$ cat src/rtl/task_sequencer_pkg.sv
// Shared types and helpers for the task sequencer: FSM state encoding, the
// task-index width helper and the ordered task search. Optional: TASK_SEQ_TIMEOUT_EN.
package task_seq_pkg;

   localparam int MAX_TASKS              = 16;
   localparam int TIMEOUT_CYCLES_DEFAULT = 4096;

   typedef enum logic [2:0] {
      ST_IDLE,
      ST_LAUNCH,
      ST_WAIT,
      ST_DONE
`ifdef TASK_SEQ_TIMEOUT_EN
      , ST_FAULT
`endif
   } state_e;

   function automatic int task_w_f(input int n);
      return (n > 1) ? $clog2(n) : 1;
   endfunction

   // Lowest set bit of mask at position >= from, or -1 when there is none.
   function automatic int lowest_set_from(input logic [MAX_TASKS-1:0] mask, input int from);
      int r;
      r = -1;
      for (int i = MAX_TASKS - 1; i >= 0; i--) begin
         if (i >= from && mask[i]) r = i;
      end
      return r;
   endfunction

endpackage

$ cat src/rtl/task_sequencer_if.sv
// Task-channel bundle between the sequencer (master) and the task engines (slave):
// start pulses, finish flags and each engine's memory write request.
interface task_sequencer_if #(
   parameter int NUM_TASKS = 3,
   parameter int ADDR_W    = 8,
   parameter int DATA_W    = 8
);
   logic [NUM_TASKS-1:0]        task_start;
   logic [NUM_TASKS-1:0]        task_finish;
   logic [NUM_TASKS-1:0]        task_we;
   logic [NUM_TASKS*ADDR_W-1:0] task_addr;
   logic [NUM_TASKS*DATA_W-1:0] task_wdata;

   modport master (
      output task_start,
      input  task_finish, task_we, task_addr, task_wdata
   );

   modport slave (
      input  task_start,
      output task_finish, task_we, task_addr, task_wdata
   );
endinterface

$ cat src/rtl/task_port_mux.sv
// NUM_TASKS-to-1 combinational mux onto the shared memory write port; the port
// reads as all zeros whenever en is low.
module task_port_mux #(
   parameter int NUM_TASKS = 3,
   parameter int ADDR_W    = 8,
   parameter int DATA_W    = 8,
   parameter int SEL_W     = 2
) (
   input  logic                        en,
   input  logic [SEL_W-1:0]            sel,
   input  logic [NUM_TASKS-1:0]        we,
   input  logic [NUM_TASKS*ADDR_W-1:0] addr,
   input  logic [NUM_TASKS*DATA_W-1:0] wdata,
   output logic                        mem_we,
   output logic [ADDR_W-1:0]           mem_addr,
   output logic [DATA_W-1:0]           mem_wdata
);

   always_comb begin
      // NOTE: outputs are defaulted before the loop so no path leaves them
      // unassigned, which would otherwise infer a latch.
      mem_we    = 1'b0;
      mem_addr  = '0;
      mem_wdata = '0;
      if (en) begin
         for (int i = 0; i < NUM_TASKS; i++) begin
            if (sel == SEL_W'(i)) begin
               mem_we    = we[i];
               mem_addr  = addr[i*ADDR_W +: ADDR_W];
               mem_wdata = wdata[i*DATA_W +: DATA_W];
            end
         end
      end
   end

endmodule

$ cat src/rtl/task_sequencer.sv
// Runs the enabled task engines one at a time in index order and hands the
// shared memory port to the running one. Optional watchdog: TASK_SEQ_TIMEOUT_EN.
module task_sequencer
   import task_seq_pkg::*;
#(
   parameter int NUM_TASKS      = 3,
   parameter int ADDR_W         = 8,
   parameter int DATA_W         = 8,
   parameter int TIMEOUT_CYCLES = TIMEOUT_CYCLES_DEFAULT
) (
   input  logic                            clk,
   input  logic                            reset,
   input  logic                            start,
   input  logic                            abort,
   input  logic [NUM_TASKS-1:0]            task_mask,
   output logic                            busy,
   output logic                            done,
   output logic                            error,
   output logic [task_w_f(NUM_TASKS)-1:0]  active_task,
   task_sequencer_if.master                tsk,
   output logic                            mem_we,
   output logic [ADDR_W-1:0]               mem_addr,
   output logic [DATA_W-1:0]               mem_wdata
);

   localparam int TASK_W = task_w_f(NUM_TASKS);

   state_e                 state_q, state_d;
   logic [NUM_TASKS-1:0]   mask_q, mask_d;
   logic [TASK_W-1:0]      idx_q, idx_d;
   logic [NUM_TASKS-1:0]   task_start_q, task_start_d;
   logic                   busy_q, busy_d;
   logic                   done_q, done_d;
   logic [MAX_TASKS-1:0]   mask_ext;
   logic                   advance;
   int                     nxt;

`ifdef TASK_SEQ_TIMEOUT_EN
   localparam int CNT_W = $clog2(TIMEOUT_CYCLES) + 1;
   logic [CNT_W-1:0] cnt_q, cnt_d;
   logic             error_q, error_d;
`else
   logic timeout_unused;
   assign timeout_unused = ^TIMEOUT_CYCLES;
`endif

   always_comb begin
      state_d      = state_q;
      mask_d       = mask_q;
      idx_d        = idx_q;
      task_start_d = '0;
      advance      = 1'b0;
`ifdef TASK_SEQ_TIMEOUT_EN
      cnt_d        = cnt_q;
`endif
      // In IDLE the search runs over the incoming mask from bit 0; in WAIT over
      // the latched mask strictly above the current task.
      mask_ext = '0;
      mask_ext[NUM_TASKS-1:0] = (state_q == ST_IDLE) ? task_mask : mask_q;
      nxt = lowest_set_from(mask_ext, (state_q == ST_IDLE) ? 0 : int'(idx_q) + 1);

      case (state_q)
         ST_IDLE: begin
            if (start && !abort) begin
               mask_d  = task_mask;
               advance = 1'b1;
            end
         end
         ST_LAUNCH: begin
            state_d = ST_WAIT;
`ifdef TASK_SEQ_TIMEOUT_EN
            cnt_d   = '0;
`endif
         end
         ST_WAIT: begin
            if (tsk.task_finish[idx_q]) begin
               advance = 1'b1;
            end
`ifdef TASK_SEQ_TIMEOUT_EN
            else if (cnt_q == CNT_W'(TIMEOUT_CYCLES - 1)) begin
               state_d = ST_FAULT;
            end else begin
               cnt_d = cnt_q + 1'b1;
            end
`endif
         end
         default: state_d = ST_IDLE;
      endcase

      if (advance) begin
         if (nxt >= 0) begin
            state_d = ST_LAUNCH;
            idx_d   = TASK_W'(nxt);
            for (int i = 0; i < NUM_TASKS; i++) task_start_d[i] = (nxt == i);
         end else begin
            state_d = ST_DONE;
         end
      end

      // Abort outranks finish and timeout alike.
      if (abort && state_q != ST_IDLE) begin
         state_d      = ST_IDLE;
         idx_d        = idx_q;
         task_start_d = '0;
      end

      busy_d  = (state_d != ST_IDLE);
      done_d  = (state_d == ST_DONE);
`ifdef TASK_SEQ_TIMEOUT_EN
      error_d = (state_d == ST_FAULT);
`endif
   end

   // NOTE: state updates use non-blocking assignments so every flop samples
   // values from before the edge, independent of statement order.
   always_ff @(posedge clk or negedge reset) begin
      if (!reset) begin
         state_q      <= ST_IDLE;
         mask_q       <= '0;
         idx_q        <= '0;
         task_start_q <= '0;
         busy_q       <= 1'b0;
         done_q       <= 1'b0;
`ifdef TASK_SEQ_TIMEOUT_EN
         cnt_q        <= '0;
         error_q      <= 1'b0;
`endif
      end else begin
         state_q      <= state_d;
         mask_q       <= mask_d;
         idx_q        <= idx_d;
         task_start_q <= task_start_d;
         busy_q       <= busy_d;
         done_q       <= done_d;
`ifdef TASK_SEQ_TIMEOUT_EN
         cnt_q        <= cnt_d;
         error_q      <= error_d;
`endif
      end
   end

   assign busy           = busy_q;
   assign done           = done_q;
   assign active_task    = idx_q;
   assign tsk.task_start = task_start_q;
`ifdef TASK_SEQ_TIMEOUT_EN
   assign error          = error_q;
`else
   assign error          = 1'b0;
`endif

   logic mux_en;
   logic mux_we;
   assign mux_en = (state_q == ST_LAUNCH) || (state_q == ST_WAIT);

   task_port_mux #(
      .NUM_TASKS (NUM_TASKS),
      .ADDR_W    (ADDR_W),
      .DATA_W    (DATA_W),
      .SEL_W     (TASK_W)
   ) u_port_mux (
      .en        (mux_en),
      .sel       (idx_q),
      .we        (tsk.task_we),
      .addr      (tsk.task_addr),
      .wdata     (tsk.task_wdata),
      .mem_we    (mux_we),
      .mem_addr  (mem_addr),
      .mem_wdata (mem_wdata)
   );

   // An aborting cycle must not commit a write, even though the owner still drives one.
   assign mem_we = mux_we & ~abort;

endmodule
$ cat src/flat_wrapper.sv
// flat-port wrapper written by rule: the top's interface ports become plain ports
module task_sequencer_flat import task_seq_pkg::*;
#(
   parameter int NUM_TASKS      = 3,
   parameter int ADDR_W         = 8,
   parameter int DATA_W         = 8,
   parameter int TIMEOUT_CYCLES = TIMEOUT_CYCLES_DEFAULT
)
  (clk, reset, start, abort, task_mask, busy, done, error, active_task, mem_we, mem_addr, mem_wdata, tsk_task_start, tsk_task_finish, tsk_task_we, tsk_task_addr, tsk_task_wdata);
  task_sequencer_if #(.NUM_TASKS(NUM_TASKS), .ADDR_W(ADDR_W), .DATA_W(DATA_W)) tsk_i ();
  input  logic clk;
  input  logic reset;
  input  logic start;
  input  logic abort;
  input  logic [NUM_TASKS-1:0] task_mask;
  output logic busy;
  output logic done;
  output logic error;
  output logic [task_w_f(NUM_TASKS)-1:0] active_task;
  output logic mem_we;
  output logic [ADDR_W-1:0] mem_addr;
  output logic [DATA_W-1:0] mem_wdata;
  output wire logic [$bits(tsk_i.task_start)-1:0] tsk_task_start;
  input wire logic [$bits(tsk_i.task_finish)-1:0] tsk_task_finish;
  input wire logic [$bits(tsk_i.task_we)-1:0] tsk_task_we;
  input wire logic [$bits(tsk_i.task_addr)-1:0] tsk_task_addr;
  input wire logic [$bits(tsk_i.task_wdata)-1:0] tsk_task_wdata;
  assign tsk_task_start = tsk_i.task_start;
  assign tsk_i.task_finish = tsk_task_finish;
  assign tsk_i.task_we = tsk_task_we;
  assign tsk_i.task_addr = tsk_task_addr;
  assign tsk_i.task_wdata = tsk_task_wdata;
  task_sequencer #(.NUM_TASKS(NUM_TASKS), .ADDR_W(ADDR_W), .DATA_W(DATA_W), .TIMEOUT_CYCLES(TIMEOUT_CYCLES)) u_core (.clk(clk), .reset(reset), .start(start), .abort(abort), .task_mask(task_mask), .busy(busy), .done(done), .error(error), .active_task(active_task), .tsk(tsk_i), .mem_we(mem_we), .mem_addr(mem_addr), .mem_wdata(mem_wdata));
endmodule
$ cat config.mk
export PLATFORM = sky130hd
export DESIGN_NAME = task_sequencer_flat
export DESIGN_NICKNAME = d
export VERILOG_FILES = /design/src/rtl/task_sequencer_pkg.sv /design/src/rtl/task_sequencer_if.sv /design/src/rtl/task_port_mux.sv /design/src/rtl/task_sequencer.sv /design/src/flat_wrapper.sv
export SDC_FILE = /design/constraint.sdc
export NUM_CORES = 1
export LEC_CHECK = 0
export CORE_ASPECT_RATIO = 1.25
export CORE_MARGIN = 3
export CORE_UTILIZATION = 30
export DETAILED_ROUTE_END_ITERATION = 8
export PLACE_DENSITY = 0.73
export SETUP_SLACK_MARGIN = 0.15
export SKIP_LAST_GASP = 1
export SYNTH_ARGS = -nofsm -noshare
export SYNTH_HDL_FRONTEND = slang
export SYNTH_HIERARCHICAL = 1
export SYNTH_SLANG_ARGS = --single-unit
$ cat constraint.sdc
create_clock -name clk -period 1.7 [get_ports clk]
set_input_delay 0.255 -clock clk [delete_from_list [all_inputs] [get_ports clk]]
set_output_delay 0.255 -clock clk [all_outputs]
set_load 0.02 [all_outputs]
## After elaboration in Yosys (flattened, before gate mapping)

Cells that the tools add are included.
Widths: inputs -> output; s select.

| storage, ports and cells | value |
|---|---|
| bits of input ports | 61 |
| bits in read-only memories | 0 |
| bits in latches | 0 |
| word-level logic and storage cells | 66 |
| bits in registers | 13 |
| memory bits (writable) | 0 |
| memories kept | 0 |
| output and inout port bits | 25 |

| operators by class | value |
|---|---|
| reductions and logical operators | 15 |
| bitwise operators | 3 |
| add/sub/neg operators | 1 |
| magnitude comparators | 5 |
| multiply operators | 0 |
| eq/ne operators | 7 |
| mux-type cells | 29 |
| div/mod/pow operators | 0 |
| shifts and indexed selects | 0 |

Operator list:

| kind | count |
|---|---|
| $mux 32 | 4 |
| $mux 8 | 8 |
| $eq 32x2->1 const B | 1 |
| $eq 32x3->1 const B | 1 |
| $ge 1x32->1 const A | 1 |
| $ge 2x32->1 const A | 1 |
| $ge 3x32->1 const A | 1 |
| $ge 32x1->1 const B | 1 |
| $logic_not 32->1 | 1 |
| $mux 3 | 6 |
| $mux 1 | 7 |
| $eq 3x2->1 const B | 2 |
| $pmux 3 s2 | 1 |
| $reduce_bool 3->1 | 2 |
| $logic_and 1x1->1 | 5 |
| $add 2x1->3 const B | 1 |
| $eq 3x1->1 const B | 1 |
| $logic_not 3->1 | 1 |
| $lt 2x3->1 const B | 1 |
| $reduce_and 3->1 | 1 |
| $bmux 1 s2 | 1 |
| $eq 2x1->1 const B | 1 |
| $eq 2x2->1 const B | 1 |
| $logic_not 2->1 | 1 |
| 8 further kinds | 9 |

## Logic depth before layout (Yosys ltp)

| logic depth | value |
|---|---|
| depth in word-level cells | 12 |
| depth in mapped cells | 6 |
| mapped depth without buffers | 5 |

## By module

The synthesis kept the hierarchy.

By module, submodules not included:

| module | sequential area each (um2) | cells an instance | area an instance (um2) | instances |
|---|---|---|---|---|
| task_sequencer | 325.3 | 65 | 735.7 | 1 |
| task_port_mux | 0.0 | 76 | 560.5 | 1 |

## Worst setup path before layout

No wires, ideal clock.

| timing | value |
|---|---|
| path kind | flip-flop to output port |
| from | reg u_core.idx_q[0] (netlist: u_core/active_task[0]) |
| to | out mem_we |
| arrival | 1.505 ns |
| data required time | 1.445 ns |
| path buffers | 2 |
| stages on the path, launching flop included | 7 |
| slack | -0.060 ns |
| cell sequence | dfrtp_1 buf_6 buf_6 nand3b_1 o21ai_1 and2_1 nor2b_1 |

| on the way | value |
|---|---|
| cells in the longest elaborated chain, start to end | 6 |
| elaborated cells between the ends (all ways) | 8 |
| classes of those cells | 2 x eq/ne; 4 x mux; 1 x bitwise; 1 x reduce/logical |

RTL lines:

| what | RTL line | RTL |
|---|---|---|
| start, declared | task_sequencer.sv:30 | `logic [TASK_W-1:0] idx_q, idx_d;` |
| start signal, assigned | task_sequencer.sv:131 | `idx_q <= idx_d;` |
| $logic_not 2->1 | task_port_mux.sv:27 | `if (sel == SEL_W'(i)) begin` |
| $mux 1 (2 in a row) | task_port_mux.sv:27 |  |
| $mux 1 * | task_port_mux.sv:27 |  |
| $mux 1 * | task_port_mux.sv:25 | `if (en) begin` |
| net u_core.mux_we | task_sequencer.sv:153 | `logic mux_we;` |
| $and 1x1->1 * | task_sequencer.sv:173 | `assign mem_we = mux_we & ~abort;` |
| end, declared | flat_wrapper.sv:20 | `output logic mem_we;` |

The timed path passes the listed nets; every way through them passes the cells marked *.

## Worst setup path after layout

| timing | value |
|---|---|
| from | reg u_core.idx_q[0] (netlist: u_core/active_task[0]) |
| to | out mem_wdata[1] |

| on the way | value |
|---|---|
| cells in the longest elaborated chain, start to end | 5 |
| elaborated cells between the ends (all ways) | 7 |
| classes of those cells | 2 x eq/ne; 4 x mux; 1 x reduce/logical |

RTL lines:

| what | RTL line | RTL |
|---|---|---|
| $logic_not 2->1 | task_port_mux.sv:27 |  |
| $mux 8 (2 in a row) | task_port_mux.sv:27 |  |
| $mux 8 * | task_port_mux.sv:27 |  |
| $mux 8 * | task_port_mux.sv:25 |  |
| end, declared | flat_wrapper.sv:22 | `output logic [DATA_W-1:0] mem_wdata;` |

Mark *: on every way between the ends. The rest lies on a longest branch, timed or not.

==> flow_metrics.env <==
export IMPL_status="complete, but fails checks"
export IMPL_violations="negative setup slack"
export IMPL_clock_skew_ns=0.00202
export IMPL_numCtsBuffers=3
export IMPL_cts_buffer_depth=2
export IMPL_layout_commonest_cell="clkdlybuf4s50_1"
export IMPL_rsz0062_at_grt="true"
export IMPL_hold_worst_slack_ns=0.258
export IMPL_core_region_area_mm2=0.00413
export IMPL_via_per_inst=4.88
export IMPL_die_h_um=79.5
export IMPL_finalSetupViolCount=21
export IMPL_cp_slowest_stage_delay_ns=0.44
export IMPL_async_reset_ff_share_pct=100
export IMPL_synth_main_ff_cell="dfrtp_1"
export IMPL_hp_class="input pin to async pin"
export IMPL_ant_nets=0
export IMPL_vdd_drop_max_mv=0.583
export IMPL_fillers=352
export IMPL_crit_family="flip-flops"
export IMPL_finalCritPeriodShare_pct=107
export IMPL_drtIter0Drc=81
export IMPL_ys_warn_count=6
export IMPL_insertion_delay_ns=0.25
export IMPL_wl_um=5000
export IMPL_path_class="flop to output pin"
export IMPL_startpoint_type="flop"
export IMPL_cts_sinks=13
export IMPL_grt_max_degree=20
export IMPL_drt_pass1_iter_count=4
export IMPL_ys_seq_elements=13
export IMPL_cts_tree="yes"
export IMPL_drv_slew=0
export IMPL_slowest_stage="dfrtp_2"
export IMPL_cts_htree_levels=1
export IMPL_cts_root_buffer="clkbuf_8"
export IMPL_p_leak_nw=1.23
export IMPL_place_ws_ns=-0.280
export IMPL_insertedDiodeCount=0
export IMPL_seq_area_frac_synth_pct=25.1
export IMPL_grt_overflow_total=0
export IMPL_drc=0
export IMPL_setup_ws_ns=-0.127
export IMPL_track_usage_pct=16.5
export IMPL_final_nets=328
export IMPL_post_route_min_period_ns=1.83
export IMPL_drive_above_1_share_pct=39.2
export IMPL_path_cells="buf_12 -> buf_4 -> mux2i_1 -> o21ai_1 -> and2_2 -> buf_2"
export IMPL_grt_pass1_vias=1414
export IMPL_synth_cell_types=41
export IMPL_power_density_mw_per_mm2=896
export IMPL_start_util_pct=31.4
export IMPL_required_ns=1.44
export IMPL_syn_avg_cell_area_um2=9.19
export IMPL_antenna_found_initial=0
export IMPL_clock_fmax_mhz=547
export IMPL_port_buffers=84
export IMPL_path_buf_inv=3
export IMPL_dieArea_mm2=0.00515
export IMPL_worst_slew_pin_slew_ns=0.539
export IMPL_synthCells=141
export IMPL_vias=1567
export IMPL_final_cell_mix="65 x clkdlybuf4s50_1, 34 x buf_4, 17 x nand3b_1, 17 x o21ai_1, 16 x mux2i_1"
export IMPL_routedWlPerCell_um=15.6
export IMPL_arrival_ns=1.57
export IMPL_gp_congestion=0.819
export IMPL_io_pin_count=86
export IMPL_die_x_um=64.8
export IMPL_hold_violations=0
export IMPL_setup_tns_ns=-1.17
export IMPL_clkSlewWorstSetupHoldPaths_ns=0.06
export IMPL_ctsHoldBuffers=0
export IMPL_num_rows=26
export IMPL_cp_max_fo=10
export IMPL_relSlewSlack_pct=63.6
export IMPL_grt_pass1_wl_um=6780
export IMPL_synth_edf_count=0
export IMPL_dp_hpwl_um=3360
export IMPL_cap_violations=0
export IMPL_syn_to_final_growth_pct=110
export IMPL_syn_area_mm2=0.00130
export IMPL_endpoint_kind="output pin"
logic make-up after synthesis:
kind of cell               count (synthesis)  synth area share [%]
adders and majority gates                  1                 0.965
xor gates and xnor gates                   1                 0.676
muxes                                     20                  15.7
AOI/OAI and AO/OA                         32                  17.8
and+or+nand+nor                           60                  32.1
buffers and inverters                     13                  7.34
DFF                                       13                  25.1
other                                      1                 0.289
synthesized netlist by cell type, drive strengths merged (3+ instances only):
cell type,n,area share [%]
nand3b,18,11
mux2,3,2.6
mux2i,17,13
dfrtp,13,25
nor2,5,1.4
buf,9,6.2
o21ai,20,8.0
nand2,3,0.87
o211ai,3,1.7
nor3,3,2.0
and2,18,8.7
inv,3,0.87
what timing repair did:
item | in CTS | in global routing
pin swaps | 5 | 12
resized for setup | 60 | 65
buffers inserted | 1 | 18
cloned | 0 | 2
setup endpoints to repair | 27 | 29
stage by stage:
stage	area, µm²	util, %	power, mW	std cells
finish	2720	65.9	2.44	321
global route	2720	65.9	2.57	321
CTS	2480	60.0	1.99	301
floorplan	1350	-	1.18	142
detailed placement	2390	57.9	1.68	296
global placement	2390	57.9	1.67	296
worst register-to-register path: cells and delay by family (launching register included):
kind | cells | cell delay (ns)
AND/OR/NAND/NOR | 2 | 0.11
flip-flops | 1 | 0.44
AO/OA/AOI/OAI | 2 | 0.43
buffers and inverters | 3 | 0.42
adder cells (fa/ha/maj) | 1 | 0.29
registers in the layout, summed over array words and instances, names as in the netlist:
name,flops
u_core/active_task,2
u_core/busy,1
u_core/done,1
u_core/mask_q,3
u_core/state_q,3
u_core/tsk.task_start,3
worst paths after layout:
kind	startpoint	slack (ns)	depth (start not counted)	endpoint
min reg2reg	u_core/mask_q[0]$_DFFE_PN0P_	0.56	1	u_core/mask_q[0]$_DFFE_PN0P_
max in group asynchronous	reset	1.00	2	u_core/active_task[1]$_DFFE_PN0P_
min	reset	0.26	1	u_core/tsk.task_start[2]$_DFF_PN0_
max	u_core/active_task[0]$_DFFE_PN0P_	-0.13	6	mem_wdata[1]
max reg2reg	u_core/active_task[0]$_DFFE_PN0P_	-0.06	8	u_core/state_q[1]$_DFF_PN0_
min in group clk	u_core/mask_q[0]$_DFFE_PN0P_	0.56	1	u_core/mask_q[0]$_DFFE_PN0P_
routing by layer:
metal	wire length, µm	track usage, %	share of wire, %	vias up
met5	0	0	0	-
met4	28	3.81	0.56	0
met2	2370	27.7	47	79
li1	-	-	-	760
met1	2070	20.1	41	725
met3	535	5.77	11	3
final cells by class:
cell class	count	area, µm²	area share, %
clock buffers	4	45.0	1.65
well taps	56	70.1	2.57
inverters	3	13.8	0.505
repair buffers	129	1260	46.4
multi-input cells	116	1000	36.8
flip-flops and latches	13	328	12.0
report_power, final:
part | internal, mW | total (mW) | switching [mW]
clock network | 0.166 | 0.295 | 0.129
logic | 1.02 | 1.73 | 0.706
registers | 0.362 | 0.419 | 0.0570
(Power assumes the default switching activity.)
